$ cat config.mk
export PLATFORM = sky130hd
export DESIGN_NAME = quad_encoder_counter_flat
export DESIGN_NICKNAME = d
export VERILOG_FILES = /design/src/rtl/quad_encoder_counter_if.sv /design/src/rtl/quad_encoder_counter.sv /design/src/flat_wrapper.sv
export SDC_FILE = /design/constraint.sdc
export NUM_CORES = 1
export LEC_CHECK = 0
export CORE_MARGIN = 2
export CORE_UTILIZATION = 57
export CTS_CLUSTER_DIAMETER = 60
export DETAILED_ROUTE_END_ITERATION = 16
export PLACE_DENSITY = 0.83
export SLEW_MARGIN = 20
export SYNTH_ARGS = -nofsm -noshare
export SYNTH_HDL_FRONTEND = slang
export SYNTH_SLANG_ARGS = --single-unit
$ cat constraint.sdc
create_clock -name i_clk -period 8.2 [get_ports i_clk]
set_input_delay 0.82 -clock i_clk [delete_from_list [all_inputs] [get_ports i_clk]]
set_output_delay 0.82 -clock i_clk [all_outputs]
set_load 0.01 [all_outputs]
$ cat src/rtl/quad_encoder_counter_if.sv
// -----------------------------------------------------------------------------
// quad_encoder_counter_if
// Groups the encoder pins, the position control inputs and the decoded outputs
// of quad_encoder_counter into one bundle.
//   i_phase_a / i_phase_b : raw, asynchronous encoder phases
//   i_clear               : synchronous clear of position and sticky error
//   i_load / i_load_val   : synchronous load of the position register
//   o_cnt / o_cnt_cw      : one-cycle step pulse and its direction (1 = CW)
//   o_pos                 : signed two's-complement position
//   o_err / o_err_flag    : illegal-transition pulse and its sticky flag
// Modports:
//   slave  - the counter itself (consumes pins/controls, drives results)
//   master - the user side (drives pins/controls, observes results)
// -----------------------------------------------------------------------------
interface quad_encoder_counter_if #(
    parameter int CNT_WIDTH = 16
);
    logic                 i_phase_a;
    logic                 i_phase_b;
    logic                 i_clear;
    logic                 i_load;
    logic [CNT_WIDTH-1:0] i_load_val;
    logic                 o_cnt;
    logic                 o_cnt_cw;
    logic [CNT_WIDTH-1:0] o_pos;
    logic                 o_err;
    logic                 o_err_flag;

    modport slave (
        input  i_phase_a,
        input  i_phase_b,
        input  i_clear,
        input  i_load,
        input  i_load_val,
        output o_cnt,
        output o_cnt_cw,
        output o_pos,
        output o_err,
        output o_err_flag
    );

    modport master (
        output i_phase_a,
        output i_phase_b,
        output i_clear,
        output i_load,
        output i_load_val,
        input  o_cnt,
        input  o_cnt_cw,
        input  o_pos,
        input  o_err,
        input  o_err_flag
    );
endinterface

$ cat src/rtl/quad_encoder_counter.sv
// -----------------------------------------------------------------------------
// quad_encoder_counter
// Incremental quadrature encoder driver. The raw A/B phases are brought into
// the clock domain through a SYNC_STAGES-deep synchroniser, decoded at x1, x2
// or x4 resolution and accumulated into a signed position register that either
// wraps or saturates. Double-phase jumps are flagged as errors.
//
// Ports:
//   i_clk  - system clock, everything on the rising edge
//   i_rst  - asynchronous, active-high reset
//   bus    - quad_encoder_counter_if.slave (pins, clear/load, results)
//
// Parameters:
//   CNT_WIDTH   4..32  width of the signed position register
//   SYNC_STAGES 2..4   synchroniser depth per phase
//   MODE        0 = x1, 1 = x2, 2 = x4 (3 is not a legal setting)
//   WRAP        1 = modulo wrap, 0 = saturate at signed max/min
//
// Decoding scheme:
//   A quarter accumulator q tracks Gray steps since the last "anchor" state.
//   Entering an anchor resets q; a count is issued only when q reached exactly
//   +period or -period, so a partial or reversed cycle (contact bounce, jitter
//   around an edge) never produces a count. This is why no external debouncer
//   is needed in front of the pins.
// -----------------------------------------------------------------------------
module quad_encoder_counter #(
    parameter int CNT_WIDTH   = 16,
    parameter int SYNC_STAGES = 2,
    parameter int MODE        = 0,
    parameter int WRAP        = 1
) (
    input  logic                   i_clk,
    input  logic                   i_rst,
    quad_encoder_counter_if.slave  bus
);

    // ------------------------------------------------------------------
    // Constants
    // ------------------------------------------------------------------
    localparam logic [0:0] ST_FILL = 1'b0;
    localparam logic [0:0] ST_RUN  = 1'b1;

    // Number of quarter steps between two anchors for the chosen resolution.
    localparam logic signed [3:0] PERIOD =
        (MODE == 1) ? 4'sd2 :
        (MODE == 2) ? 4'sd1 : 4'sd4;
    localparam logic signed [3:0] NEG_PERIOD = -PERIOD;

    localparam logic [CNT_WIDTH-1:0] POS_MAX = {1'b0, {(CNT_WIDTH-1){1'b1}}};
    localparam logic [CNT_WIDTH-1:0] POS_MIN = {1'b1, {(CNT_WIDTH-1){1'b0}}};
    localparam logic [CNT_WIDTH-1:0] POS_ONE = {{(CNT_WIDTH-1){1'b0}}, 1'b1};
    localparam logic [CNT_WIDTH-1:0] POS_ZERO = {CNT_WIDTH{1'b0}};

    localparam logic [2:0] FILL_LAST = 3'(SYNC_STAGES);

    // ------------------------------------------------------------------
    // Helper functions
    // ------------------------------------------------------------------

    // True when from -> to is one clockwise Gray step (A leads):
    // 00 -> 10 -> 11 -> 01 -> 00. A CCW step is the same test with the
    // arguments swapped.
    function automatic logic is_cw_step(input logic [1:0] from_ab,
                                        input logic [1:0] to_ab);
        logic res;
        case ({from_ab, to_ab})
            4'b00_10: res = 1'b1;
            4'b10_11: res = 1'b1;
            4'b11_01: res = 1'b1;
            4'b01_00: res = 1'b1;
            default:  res = 1'b0;
        endcase
        return res;
    endfunction

    // Anchor states: x1 only 00, x2 00 and 11, x4 every state.
    function automatic logic is_anchor(input logic [1:0] ab);
        logic res;
        case (MODE)
            0:       res = (ab == 2'b00);
            1:       res = (ab == 2'b00) || (ab == 2'b11);
            2:       res = 1'b1;
            default: res = (ab == 2'b00);
        endcase
        return res;
    endfunction

    // Position +1 with wrap or saturation at the signed maximum.
    function automatic logic [CNT_WIDTH-1:0] pos_inc(input logic [CNT_WIDTH-1:0] p);
        logic [CNT_WIDTH-1:0] res;
        if ((WRAP == 0) && (p == POS_MAX)) begin
            res = p;
        end else begin
            res = p + POS_ONE;
        end
        return res;
    endfunction

    // Position -1 with wrap or saturation at the signed minimum.
    function automatic logic [CNT_WIDTH-1:0] pos_dec(input logic [CNT_WIDTH-1:0] p);
        logic [CNT_WIDTH-1:0] res;
        if ((WRAP == 0) && (p == POS_MIN)) begin
            res = p;
        end else begin
            res = p - POS_ONE;
        end
        return res;
    endfunction

    // ------------------------------------------------------------------
    // State
    // ------------------------------------------------------------------
    logic [SYNC_STAGES-1:0] sync_a_r;
    logic [SYNC_STAGES-1:0] sync_b_r;
    logic [0:0]             state_r;
    logic [2:0]             fill_r;
    logic [1:0]             prev_r;
    logic signed [3:0]      q_r;

    logic [1:0]             phase_s;
    logic                   run_s;
    logic                   step_cw_s;
    logic                   step_ccw_s;
    logic                   both_s;
    logic signed [3:0]      q_step_s;
    logic signed [3:0]      q_nxt_s;
    logic                   cnt_s;
    logic                   cnt_cw_s;
    logic                   err_s;
    logic [CNT_WIDTH-1:0]   pos_nxt_s;

    // Two-flop (or deeper) synchroniser for each raw phase.
    always_ff @(posedge i_clk or posedge i_rst) begin
        if (i_rst) begin
            sync_a_r <= {SYNC_STAGES{1'b0}};
            sync_b_r <= {SYNC_STAGES{1'b0}};
        end else begin
            sync_a_r <= {sync_a_r[SYNC_STAGES-2:0], bus.i_phase_a};
            sync_b_r <= {sync_b_r[SYNC_STAGES-2:0], bus.i_phase_b};
        end
    end

    // Phase classification against the previously decoded phase word.
    always_comb begin
        phase_s    = {sync_a_r[SYNC_STAGES-1], sync_b_r[SYNC_STAGES-1]};
        run_s      = (state_r == ST_RUN);
        step_cw_s  = is_cw_step(prev_r, phase_s);
        step_ccw_s = is_cw_step(phase_s, prev_r);
        both_s     = ((prev_r ^ phase_s) == 2'b11);
        if (step_cw_s) begin
            q_step_s = q_r + 4'sd1;
        end else begin
            q_step_s = q_r - 4'sd1;
        end
    end

    // Quarter accumulator update and count/error decision.
    always_comb begin
        q_nxt_s  = q_r;
        cnt_s    = 1'b0;
        cnt_cw_s = 1'b0;
        err_s    = 1'b0;
        if (run_s && both_s) begin
            // Lost a state: direction unknown, restart the cycle.
            err_s   = 1'b1;
            q_nxt_s = 4'sd0;
        end else if (run_s && (step_cw_s || step_ccw_s)) begin
            if (is_anchor(phase_s)) begin
                // Only a complete cycle in one direction counts; anything
                // else reaching the anchor is discarded.
                q_nxt_s = 4'sd0;
                if (q_step_s == PERIOD) begin
                    cnt_s    = 1'b1;
                    cnt_cw_s = 1'b1;
                end else if (q_step_s == NEG_PERIOD) begin
                    cnt_s    = 1'b1;
                    cnt_cw_s = 1'b0;
                end else begin
                    cnt_s    = 1'b0;
                    cnt_cw_s = 1'b0;
                end
            end else begin
                q_nxt_s = q_step_s;
            end
        end else begin
            q_nxt_s = q_r;
        end
    end

    // Next position: clear beats load beats a counted step.
    always_comb begin
        pos_nxt_s = bus.o_pos;
        if (bus.i_clear) begin
            pos_nxt_s = POS_ZERO;
        end else if (bus.i_load) begin
            pos_nxt_s = bus.i_load_val;
        end else if (cnt_s) begin
            if (cnt_cw_s) begin
                pos_nxt_s = pos_inc(bus.o_pos);
            end else begin
                pos_nxt_s = pos_dec(bus.o_pos);
            end
        end else begin
            pos_nxt_s = bus.o_pos;
        end
    end

    // Decoder FSM: FILL lets the synchroniser flush stale reset zeros, then
    // the first real sample only seeds prev so it can never count or error.
    always_ff @(posedge i_clk or posedge i_rst) begin
        if (i_rst) begin
            state_r <= ST_FILL;
            fill_r  <= 3'd0;
            prev_r  <= 2'b00;
            q_r     <= 4'sd0;
        end else begin
            case (state_r)
                ST_FILL: begin
                    if (fill_r == FILL_LAST) begin
                        prev_r  <= phase_s;
                        q_r     <= 4'sd0;
                        state_r <= ST_RUN;
                    end else begin
                        fill_r <= fill_r + 3'd1;
                    end
                end
                ST_RUN: begin
                    prev_r <= phase_s;
                    q_r    <= q_nxt_s;
                end
                default: begin
                    state_r <= ST_FILL;
                    fill_r  <= 3'd0;
                    q_r     <= 4'sd0;
                end
            endcase
        end
    end

    // Registered outputs; the position and its step pulse appear together.
    always_ff @(posedge i_clk or posedge i_rst) begin
        if (i_rst) begin
            bus.o_cnt      <= 1'b0;
            bus.o_cnt_cw   <= 1'b0;
            bus.o_err      <= 1'b0;
            bus.o_err_flag <= 1'b0;
            bus.o_pos      <= POS_ZERO;
        end else begin
            bus.o_cnt    <= cnt_s;
            bus.o_cnt_cw <= cnt_cw_s;
            bus.o_err    <= err_s;
            bus.o_pos    <= pos_nxt_s;
            // A new error wins over a simultaneous clear.
            if (err_s) begin
                bus.o_err_flag <= 1'b1;
            end else if (bus.i_clear) begin
                bus.o_err_flag <= 1'b0;
            end else begin
                bus.o_err_flag <= bus.o_err_flag;
            end
        end
    end

endmodule

$ cat src/flat_wrapper.sv
// flat-port wrapper written by rule: the top's interface ports become plain ports
module quad_encoder_counter_flat 
#(
    parameter int CNT_WIDTH   = 16,
    parameter int SYNC_STAGES = 2,
    parameter int MODE        = 0,
    parameter int WRAP        = 1
)
  (i_clk, i_rst, bus_i_phase_a, bus_i_phase_b, bus_i_clear, bus_i_load, bus_i_load_val, bus_o_cnt, bus_o_cnt_cw, bus_o_pos, bus_o_err, bus_o_err_flag);
  quad_encoder_counter_if #(.CNT_WIDTH(CNT_WIDTH)) bus_i ();
  input  logic i_clk;
  input  logic i_rst;
  input wire logic [$bits(bus_i.i_phase_a)-1:0] bus_i_phase_a;
  input wire logic [$bits(bus_i.i_phase_b)-1:0] bus_i_phase_b;
  input wire logic [$bits(bus_i.i_clear)-1:0] bus_i_clear;
  input wire logic [$bits(bus_i.i_load)-1:0] bus_i_load;
  input wire logic [$bits(bus_i.i_load_val)-1:0] bus_i_load_val;
  output wire logic [$bits(bus_i.o_cnt)-1:0] bus_o_cnt;
  output wire logic [$bits(bus_i.o_cnt_cw)-1:0] bus_o_cnt_cw;
  output wire logic [$bits(bus_i.o_pos)-1:0] bus_o_pos;
  output wire logic [$bits(bus_i.o_err)-1:0] bus_o_err;
  output wire logic [$bits(bus_i.o_err_flag)-1:0] bus_o_err_flag;
  assign bus_i.i_phase_a = bus_i_phase_a;
  assign bus_i.i_phase_b = bus_i_phase_b;
  assign bus_i.i_clear = bus_i_clear;
  assign bus_i.i_load = bus_i_load;
  assign bus_i.i_load_val = bus_i_load_val;
  assign bus_o_cnt = bus_i.o_cnt;
  assign bus_o_cnt_cw = bus_i.o_cnt_cw;
  assign bus_o_pos = bus_i.o_pos;
  assign bus_o_err = bus_i.o_err;
  assign bus_o_err_flag = bus_i.o_err_flag;
  quad_encoder_counter #(.CNT_WIDTH(CNT_WIDTH), .SYNC_STAGES(SYNC_STAGES), .MODE(MODE), .WRAP(WRAP)) u_core (.i_clk(i_clk), .i_rst(i_rst), .bus(bus_i));
endmodule
* After elaboration in Yosys (flattened, before gate mapping)
Cells that the tools add are included.
** Cells by class
- Bitwise gates (word level) :: 3
- Reductions and logical operators :: 10
- Equal/unequal tests :: 14
- Mux-type cells :: 30
- $add $sub $neg :: 5
** Operators by type and width (count)
- $mux W16 :: 4
- $eq A4 B4 Y1 const B :: 5
- $mux W4 :: 5
- $mux W1 :: 18
- $add A16 B1 Y16 const B :: 1
- $sub A16 B1 Y16 const B :: 1
- $eq A4 B3 Y1 const B :: 3
- $eq A4 B2 Y1 const B :: 2
- $pmux W4 S2 :: 1
- $reduce_or A4 Y1 :: 2
- $add A4 B2 Y4 const B :: 1
- $pmux W2 S2 :: 1
- $reduce_and A2 Y1 :: 2
- $sub A4 B2 Y4 const B :: 1
- $add A3 B1 Y3 const B :: 1
- $eq A3 B2 Y1 const B :: 1
- $ne A3 B3 Y1 const B :: 1
- $reduce_bool A3 Y1 :: 1
- $eq A2 B2 Y1 const B :: 1
- $logic_and A1 B1 Y1 :: 2
- $logic_not A2 Y1 :: 1
- $mux W2 :: 1
- $ne A2 B1 Y1 const B :: 1
- $not A1 Y1 :: 2
- other kinds (3) :: 3
** Storage, ports and cells
- Register bits after elaboration :: 34
- Output and inout bits :: 20
- Input port bits :: 22
- Word-level logic and storage cells :: 73

* Logic depth before layout (Yosys ltp)
- Depth in word-level cells :: 14
- Mapped depth :: 20
- Mapped depth without buffers :: 18

* Worst setup path before layout
OpenSTA, ideal clock, no wires.
- Kind :: reg2reg
- Start :: register u_core.sync_a_r[1]
- End :: register u_core.bus.o_pos[14]
- Required time :: 8.063 ns
- Cell stages (with the launch flop) :: 20
- Period minus slack after synthesis :: 3.964 ns
- Setup slack :: 4.236 ns
- Buffers on the path :: 2
- Library setup time :: 0.137 ns
- Data arrival time :: 3.828 ns
- Cell sequence :: dfrtp_1 > buf_6 > xnor2_1 > nor2_1 > inv_1 > ha_1 > ha_1 > nand4bb_1 > or3_1 > buf_6 > clkinv_4 > nand2b_4 > ha_1 > a21o_1 > a21oi_1 > nand2_1 > a311o_1 > a311oi_1 > mux2i_1 > a21oi_1
** On the way
- Elaborated cells on any way between the ends :: 37
- Classes of those cells :: eq/ne: 11; mux: 18; bitwise: 1; reduce/logical: 7
** RTL lines
- from (decl) :: line quad_encoder_counter.sv:113 : logic [SYNC_STAGES-1:0] sync_a_r;
- from (signal assigned) :: line quad_encoder_counter.sv:135 : sync_a_r <= {SYNC_STAGES{1'b0}};
- from (signal assigned) :: line quad_encoder_counter.sv:138 : sync_a_r <= {sync_a_r[SYNC_STAGES-2:0], bus.i_phase_a};
- $eq A4 B2 Y1 (tied with other cells) :: line quad_encoder_counter.sv:66 : case ({from_ab, to_ab})
- $reduce_or A4 Y1 (no source line)
- $mux W1 :: line quad_encoder_counter.sv:66
- $mux W4 :: line quad_encoder_counter.sv:150 : if (step_cw_s) begin
- $eq A4 B3 Y1 :: line quad_encoder_counter.sv:175 : end else if (q_step_s == NEG_PERIOD) begin
- $mux W1 :: line quad_encoder_counter.sv:175
- $mux W1 :: line quad_encoder_counter.sv:172 : if (q_step_s == PERIOD) begin
- $mux W1 :: line quad_encoder_counter.sv:168 : if (is_anchor(phase_s)) begin
- $mux W1 :: line quad_encoder_counter.sv:167 : end else if (run_s && (step_cw_s || step_ccw_s)) begin
- $mux W1 (*) :: line quad_encoder_counter.sv:163 : if (run_s && both_s) begin
- via u_core.cnt_s :: line quad_encoder_counter.sv:127 : logic cnt_s;
- $reduce_bool A3 Y1 (no source line) (*)
- to (signal assigned) :: line quad_encoder_counter.sv:252 : bus.o_pos <= pos_nxt_s;
- to (decl) :: line quad_encoder_counter_if.sv:37 : output o_pos,
Mark *: on every way through the listed nets, which the timed path passes. The rest lies on a longest branch. The select of a mux whose other input is x is not followed.
A chain may end at the register's enable or synchronous reset.

* Worst setup path in the final report
- Start :: register u_core.sync_b_r[1]
- End :: register u_core.bus.o_pos[14]
** On the way
- Elaborated cells on any way between the ends :: 37
- Classes of those cells :: eq/ne: 11; mux: 18; bitwise: 1; reduce/logical: 7
** RTL lines
- from (decl) :: line quad_encoder_counter.sv:114 : logic [SYNC_STAGES-1:0] sync_b_r;
- from (signal assigned) :: line quad_encoder_counter.sv:136 : sync_b_r <= {SYNC_STAGES{1'b0}};
- from (signal assigned) :: line quad_encoder_counter.sv:139 : sync_b_r <= {sync_b_r[SYNC_STAGES-2:0], bus.i_phase_b};
- $eq A4 B2 Y1 (tied with other cells) :: line quad_encoder_counter.sv:66
- $reduce_or A4 Y1 (no source line)
- $mux W1 :: line quad_encoder_counter.sv:66
- $mux W4 :: line quad_encoder_counter.sv:150
- $eq A4 B3 Y1 :: line quad_encoder_counter.sv:175
- $mux W1 :: line quad_encoder_counter.sv:175
- $mux W1 :: line quad_encoder_counter.sv:172
- $mux W1 :: line quad_encoder_counter.sv:168
- $mux W1 :: line quad_encoder_counter.sv:167
- $mux W1 (*) :: line quad_encoder_counter.sv:163
- via u_core.cnt_s :: line quad_encoder_counter.sv:127
- $reduce_bool A3 Y1 (no source line) (*)
Marks and branches as above.

==> results.json <==
{
  "tritoncts": "yes",
  "p_seq_share_pct": 39.5,
  "cts_root_buffer": "clkbuf_8",
  "cts.path.max_buffers": 2,
  "p_clk_share_pct": 23.6,
  "yosysWarnings": 0,
  "drive_above_1_share_pct": 4.18,
  "drt-initial-drc-count": 150,
  "nets": 331,
  "crit_path_end_kind": "flip-flop",
  "syn_inst": 246,
  "cap_violations": 0,
  "synth.top_cells.by_area": "dfrtp_1, ha_1, a21oi_1, o21ai_0, xnor2_1",
  "core_area_sq_um": 3940,
  "dieArea_sq_um": 4570,
  "cp.arrival_ns": 4.90,
  "layout_setup_ws_ns": 3.45,
  "r2r_slack_ns": 3.45,
  "gp_congestion": 0.875,
  "num_rows": 23,
  "p_leak_nw": 1.30,
  "drtPass1Iterations": 4,
  "dp_hpwl_mm": 3.85,
  "timing.rr.end": "u_core.bus.o_pos[14]",
  "start_util_pct": 58.4,
  "p_sw_share_pct": 32.9,
  "ir_drop_mv": 0.131,
  "p_int_w": 0.000337,
  "syn_area_per_cell_sq_um": 9.36,
  "synth_seq_cells": 34,
  "antennaDiodeCount": 0,
  "drt-total-wl_mm": 5.19,
  "finalHoldViolCount": 0,
  "setup_violations": 0,
  "fin_crit_ns": 4.75,
  "reg2reg_depth": 16,
  "place_ws_ns": 3.41,
  "antenna_found_initial": 0,
  "cts_sinks": 34,
  "grt_use_total_pct": 25.5,
  "clock.fmax_mhz": 211,
  "wl_per_cell_microns": 15.4,
  "finalCritPeriodShare_pct": 57.9,
  "tightest_slew_ns": 0.823,
  "synth_edf_count": 0,
  "layout_commonest_cell": "clkdlybuf4s50_1",
  "antenna_left": 0,
  "slew_viol_final": 0,
  "overflow": 0,
  "setup.worst_path.class": "flip-flop to flip-flop",
  "syn_area_sq_um": 2300,
  "yosysTopAreaCell": "dfrtp_1",
  "hold_buffers": 0,
  "port_buffers": 41,
  "finalSetupTns_ns": 0,
  "die_h_microns": 67.6,
  "area_growth_pct": 22.3,
  "ys_types": 44,
  "skew_ns": 0.00930,
  "synthArstFlopShare_pct": 100,
  "io_pins": 42,
  "clk_pin_slew_ns": 0.07,
  "grt_max_degree": 35,
  "synth_top_area_share_pct": 36.9,
  "cts_made_buffers": 5,
  "vias": 1965,
  "r2r-start": "u_core.sync_b_r[1]",
  "crit_fanout": 26,
  "synth_ff_type": "dfrtp_1",
  "syn_nets": 290,
  "hp-start": "u_core.sync_a_r[0]",
  "power_density_nw_per_um2": 178,
  "min_path_type": "flip-flop to flip-flop",
  "final_cell_mix": "clkdlybuf4s50_1, dfrtp_1, a21oi_1",
  "slew_headroom_pct": 45.1,
  "dieWidth_microns": 67.6,
  "grt_pass1_wl_mm": 8.71,
  "cts_max_level": 2,
  "comb_power_share_pct": 36.9,
  "critPathLaunch": "u_core.sync_b_r[1]",
  "clkLatencyLatePin_ns": 0.29,
  "rsz0062_at_grt": "false",
  "grt_pass1_vias": 1930,
  "status": "complete, no violations",
  "fill_cells": 331,
  "worst_setup_path_start_kind": "flip-flop",
  "cp.required_ns": 8.35,
  "synth-seq-area-share_pct": 36.9,
  "power_switching_w": 0.000165,
  "cp-endpoint": "u_core.bus.o_pos[14]",
  "drc": 0,
  "via_per_inst": 5.83,
  "post_cts_resized": 0,
  "post_cts_buffers": 0
}
[worst max-delay path, stage by stage (launching register included)]
cell and delay (ns):
dfrtp_1 0.42, xor2_1 0.17, nor2_1 0.24, inv_1 0.13, fa_1 0.40, xnor2_1 0.20
or3_1 0.68, clkinv_4 0.21, nand2b_4 0.25, ha_1 0.30, nor2b_1 0.17, o21ai_0 0.24
nand2_1 0.13, a311o_1 0.41, a311oi_1 0.34, mux2i_1 0.22, a21oi_1 0.08
[flip-flops by register name (all words and copies together), names as in the netlist]
| name | cells |
|---|---|
| u_core.bus.o_pos | 16 |
| u_core.q_r | 4 |
| u_core.fill_r | 3 |
| u_core.prev_r | 2 |
| u_core.sync_a_r | 2 |
| u_core.sync_b_r | 2 |
| u_core.bus.o_cnt | 1 |
| u_core.bus.o_cnt_cw | 1 |
| u_core.bus.o_err | 1 |
| u_core.bus.o_err_flag | 1 |
| u_core.run_s | 1 |
[synthesized netlist by cell type, drive strengths merged, types with 2 or more instances]
cell / number
buf: 3
o21ai: 21
xnor2: 12
a21oi: 30
nand3: 3
nand2b: 2
nor3: 5
nand2: 15
inv: 13
clkinv: 3
nor4: 2
nor2: 15
o21bai: 2
o211a: 9
ha: 20
and3: 9
a21o: 5
xor2: 8
nor2b: 5
dfrtp: 34
or3: 3
o21a: 2
a311oi: 2
clkbuf: 5
a221oi: 2
fa: 2
[power by group through the flow]
stage	registers [W]	logic, W	clock network (W)
finish	0.000199	0.000185	0.000118
global route	0.000201	0.000209	0.000129
CTS	0.000199	0.000186	0.000120
detailed placement	0.000201	0.000185	0
global placement	0.000201	0.000179	0
floorplan	0.000201	0.000131	0
[layout make-up]
type / instances / area (sq um) / area share, %
clock buffers: 5 / 68.8 / 2.44
clock inverters: 2 / 10.0 / 0.355
inverters: 16 / 66.3 / 2.35
multi-input cells: 188 / 1340 / 47.6
flip-flops and latches: 34 / 851 / 30.2
well taps: 50 / 62.6 / 2.22
repair buffers: 42 / 418 / 14.8
[worst min-delay path by stage]
stage	to	slack, ns	cells after the start
2_1_floorplan	u_core.sync_a_r[1]	0.33	0
3_3_place_gp	u_core.sync_a_r[1]	0.33	0
3_5_place_dp	u_core.sync_b_r[1]	0.34	0
4_1_cts	u_core.sync_b_r[1]	0.36	0
5_1_grt	u_core.sync_b_r[1]	0.36	0
6_report	u_core.sync_a_r[1]	0.35	0
[logic make-up (layout without fill, tap and decap cells)]
group,count (synthesis),after routing,share of synthesized area [%]
AOI/OAI and AO/OA,82,82,22.6
xor gates and xnor gates,21,21,8.64
adders and majority gates,22,22,12.6
buffers and inverters,24,65,4.83
DFF,34,34,36.9
muxes,2,2,0.923
and+or+nand+nor,61,61,13.5
[stage by stage]
stage          area (sq um)  total power (W)  hold slack [ns]  cells  utilization [%]
3_5_place_dp           2740         0.000386            0.342    330             69.5
2_1_floorplan          2300         0.000332            0.331    246                -
3_3_place_gp           2740         0.000380            0.333    330             69.5
5_1_grt                2820         0.000539            0.359    337             71.5
4_1_cts                2820         0.000505            0.357    337             71.5
6_report               2820         0.000502            0.353    337             71.5
[routing by layer]
layer / track usage, % / vias up / part of all wire, %
met5: 0 / - / 0
met4: 7.14 / 0 / 1.1
met3: 5.33 / 7 / 4.7
met2: 42.3 / 48 / 48
met1: 33.5 / 942 / 47
li1: - / 968 / -
Power figures use the tool's default switching activity.
==> edit 1, RTL diff (config.mk and constraints unchanged) <==
`WRAP` is set to 1 in 2 places; all go to 0. Comments in the files are not updated.
--- a/src/rtl/quad_encoder_counter.sv
+++ b/src/rtl/quad_encoder_counter.sv
@@ -28,5 +28,5 @@
     parameter int SYNC_STAGES = 2,
     parameter int MODE        = 0,
-    parameter int WRAP        = 1
+    parameter int WRAP        = 0
 ) (
     input  logic                   i_clk,
--- a/src/flat_wrapper.sv
+++ b/src/flat_wrapper.sv
@@ -5,5 +5,5 @@
     parameter int SYNC_STAGES = 2,
     parameter int MODE        = 0,
-    parameter int WRAP        = 1
+    parameter int WRAP        = 0
 )
   (i_clk, i_rst, bus_i_phase_a, bus_i_phase_b, bus_i_clear, bus_i_load, bus_i_load_val, bus_o_cnt, bus_o_cnt_cw, bus_o_pos, bus_o_err, bus_o_err_flag);
Check against the original RTL: not equivalent (Yosys sat finds a counterexample within 10 cycles, from zero or initial values and one cycle with i_rst high).
==> edit 1 against the unedited design <==
Worst setup slack worse by 240 ps. Cell count is 2.1% higher. Routed wire length up 5.9%. Sequential cell count unchanged. Largest cell class unchanged. Area after synthesis increased by 5.0%. Worst hold slack improved by 5.8 ps. Final area increased by 4.4%. Largest power group unchanged. Total power increased by 5.7%.
==> edit 1: results (changes against the unedited design) <==
----------------------------------------------------
[GRT]
  Met2 track utilization from global routing ... 42.95% (was 42.28%)
  Vias in the first global route ... 2127 (was 1930)
  Met3 Use GR ... 3.947% (was 5.333%)
  Global-route wire length before repair ... 10010 um (was 8714 um)

[Layout]
  Final instance area ... 2942 um2 (was 2818 um2)
  Non-Clock Buffer Area Fraction ... 14.21% (was 14.83%)
  Register fraction of the total cell area ... 28.92% (was 30.20%)
  Layout clock buffers ... 6 (was 5)
  Layout cell share with drive strength beyond 1 ... 5.782% (was 4.181%)
  FILL cells ... 305 (was 331)
  Fraction of standard cell area in multi-input logic ... 49.85% (was 47.60%)
  Area fraction of clock buffers and clock inverters ... 3.233% (was 2.798%)
  Multi-input gate count ... 197 (was 188)

[Pwr]
  Combinational power ... 0.000197 W (was 0.000185 W)
  Switching power ... 0.0001791 W (was 0.0001654 W)
  Leakage Power ... 1.327 nW (was 1.297 nW)
  Worst ir drop on vdd ... 0.0001104 V (was 0.0001310 V)
  Power attributed to the clock group ... 0.000130 W (was 0.000118 W)

[Logic synthesis]
  Post-Syn Area per Cell ... 9.560 um2 (was 9.364 um2)
  Ranking of synthesized cells by instance count ... dfrtp_1, nor2_1, ha_1 (was dfrtp_1, a21oi_1, o21ai_0)
  Number of distinct library cell variants in the gate-level netlist after synthesis ... 53 (was 44)
  Synthesized Nets ... 297 (was 290)
  Proportion of synthesized chip area in sequential cells ... 35.18% (was 36.94%)
  Cell types occupying the most area after synthesis ... dfrtp_1, ha_1, xnor2_1 (was dfrtp_1, ha_1, a21oi_1)

[Place]
  Post-place instance area ... 2846 um2 (was 2739 um2)
  DP Worst Slack ... 3267 ps (was 3405 ps)
  Routability cong. ... 0.8787 (was 0.8752)

[Routing]
  Number of detailed-routing iterations run before antenna repair ... 5 (was 4)
  Routed vias/inst ... 6.070 (was 5.831)
  Met3 WL ... 235 um (was 244 um)
  Routed WL per cell ... 15.99 um (was 15.41 um)
  Overall routed net length ... 5500 um (was 5194 um)
  Met1 layer wirelength in the final routing ... 2514 um (was 2417 um)

[Timing]
  Clock Skews ... 5.293 ps (was 9.299 ps)
  Fin Hold WS ... 358.7 ps (was 352.9 ps)
  Pin slew with the least headroom to its limit ... 722.9 ps (was 823.1 ps)
  Final Worst Setup Slack ... 3214 ps (was 3454 ps)

[Setup path]
  Family with the most delay on the worst path ... compound AO/OA/AOI/OAI gates (was simple AND/OR/NAND/NOR gates)
  Cell type of the slowest stage on the worst timing path ... or4_1 (was or3_1)
  Maximum fanout encountered on the critical timing path ... 16 (was 26)

[Outcome]
  Run status ... completed (unchanged)

[Floorplanning]
  Placeable core region ... 4029 um2 (was 3943 um2)

----------------------------------------------------
edit 1: final timing paths:
path                                    startpoint                   end  depth (start not counted)
worst min register to register  u_core.sync_a_r[0]    u_core.sync_a_r[1]                          0
worst max register to register  u_core.sync_b_r[1]  u_core.bus.o_pos[12]                         17
worst max-delay path            u_core.sync_b_r[1]  u_core.bus.o_pos[12]                         17
max in group asynchronous                    i_rst      u_core.bus.o_err                          3
min in group asynchronous                    i_rst   u_core.bus.o_pos[4]                          3
worst min-delay path            u_core.sync_a_r[0]    u_core.sync_a_r[1]                          0
edit 1: cells by family (layout without fill, tap and decap cells):
logic type | Yosys count | after routing | synth area share [%]
buffers and inverters | 22 | 63 | 4.190
xor gates and xnor gates | 23 | 23 | 8.898
AOI/OAI and AO/OA | 65 | 65 | 18.73
DFF | 34 | 34 | 35.18
muxes | 12 | 12 | 5.018
and+or+nand+nor | 75 | 75 | 15.99
adders and majority gates | 22 | 22 | 12.00
==> edit 2, RTL diff (same settings) <==
Made on the original files. Make the reset (`i_rst`) synchronous in 3 clocked blocks. Comments in the files are not updated.
--- a/src/rtl/quad_encoder_counter.sv
+++ b/src/rtl/quad_encoder_counter.sv
@@ -131,5 +131,5 @@
 
     // Two-flop (or deeper) synchroniser for each raw phase.
-    always_ff @(posedge i_clk or posedge i_rst) begin
+    always_ff @(posedge i_clk) begin
         if (i_rst) begin
             sync_a_r <= {SYNC_STAGES{1'b0}};
@@ -208,5 +208,5 @@
     // Decoder FSM: FILL lets the synchroniser flush stale reset zeros, then
     // the first real sample only seeds prev so it can never count or error.
-    always_ff @(posedge i_clk or posedge i_rst) begin
+    always_ff @(posedge i_clk) begin
         if (i_rst) begin
             state_r <= ST_FILL;
@@ -239,5 +239,5 @@
 
     // Registered outputs; the position and its step pulse appear together.
-    always_ff @(posedge i_clk or posedge i_rst) begin
+    always_ff @(posedge i_clk) begin
         if (i_rst) begin
             bus.o_cnt      <= 1'b0;
Formal check against the unedited RTL: differs if i_rst is asserted again (counterexample within 4 cycles, from zero or initial values and one cycle with i_rst high); with i_rst held inactive, the same outputs for 10 cycles.
==> edit 2 against the unedited design <==
Combinational power shrank 30%. Sequential cell count stayed put. Area after synthesis up 1.3%. Count of clock-buffer cells in the layout increased by 1. Routed wire length grew 1.8%. Largest cell class unchanged. Non-clock buffer count decreased by 1. Clock skew decreased by 3.2 ps. First-iteration DRC count shrank 18%. Total power grew 2.6%. Worst setup slack worse by 390 ps. Final area is 1.7% higher. Sequential share of layout area down 6.4 points. Highest routed layer unchanged.
==> edit 2: results (changes against the unedited design) <==
----------------------------------------------------
[GRT]
  Vias in the first global route ... 1982 (was 1930)
  Met2 track utilization from global routing ... 40.05% (was 42.28%)
  Global-route wire length before repair ... 8832 um (was 8714 um)
  Met1 Track Usage GR ... 33.10% (was 33.54%)
  Tot GR Track Use ... 25.50% (was 25.51%)

[Pwr]
  Switching power ... 0.0001448 W (was 0.0001654 W)
  Leakage Power ... 1.188 nW (was 1.297 nW)
  Switching power as a share of total power ... 28.09% (was 32.92%)
  Combinational power ... 0.000130 W (was 0.000185 W)
  Worst ir drop on vdd ... 0.0001083 V (was 0.0001310 V)

[Timing]
  Min Clock Period, post-route ... 5140 ps (was 4746 ps)
  Fin Hold WS ... 441.1 ps (was 352.9 ps)
  Remaining max-slew budget at the tightest pin ... 26.98% (was 45.12%)

[Routing]
  Overall routed net length ... 5290 um (was 5194 um)
  Routed vias/inst ... 5.735 (was 5.831)
  Met2 Wirelength ... 2503 um (was 2476 um)
  Routed WL per cell ... 14.61 um (was 15.41 um)

[Setup path]
  Capture point of the worst reg-to-reg path ... u_core.bus.o_pos[13] (was u_core.bus.o_pos[14])
  Slowest cell delay on critical path ... 850 ps (was 680 ps)
  Worst reg2reg path depth ... 15 (was 16)
  Cell type of the slowest stage on the worst timing path ... nand4_1 (was or3_1)
  Critical Path AT ... 5350 ps (was 4900 ps)
  RR Startpoint ... u_core.sync_a_r[1] (was u_core.sync_b_r[1])

[Logic synthesis]
  Cell types occupying the most area after synthesis ... dfxtp_1, ha_1, a21oi_1 (was dfrtp_1, ha_1, a21oi_1)
  Proportion of synthesized chip area in sequential cells ... 29.17% (was 36.94%)

[Place]
  Post-Place Cells ... 354 (was 330)

[Outcome]
  Run status ... completed (unchanged)

----------------------------------------------------
==> edit 2: cell types whose count changed after synthesis, sizes merged, moves of 6 or more <==
cell    delta
and3       -6
a211oi     +8
dfrtp     -34
o211a      -8
dfxtp     +34
o21ai      -8
buf        +6
nor2      +16
==> edit 2: cell type report <==
class                   instances  share of cell area, %
inverters                      10                  1.310
multi-input cells             219                  53.45
flip-flops and latches         34                  23.76
well taps                      50                  2.183
clock inverters                 2                  2.096
repair buffers                 41                  14.32
clock buffers                   6                  2.882
==> edit 2: cells by family after synthesis <==
| kind of cell | count (synthesis) | share of synthesized area [%] |
|---|---|---|
| buffers and inverters | 24 | 5.201 |
| DFF | 34 | 29.17 |
| adders and majority gates | 23 | 12.98 |
| muxes | 6 | 2.574 |
| xor gates and xnor gates | 18 | 7.667 |
| and+or+nand+nor | 90 | 19.04 |
| AOI/OAI and AO/OA | 82 | 23.38 |
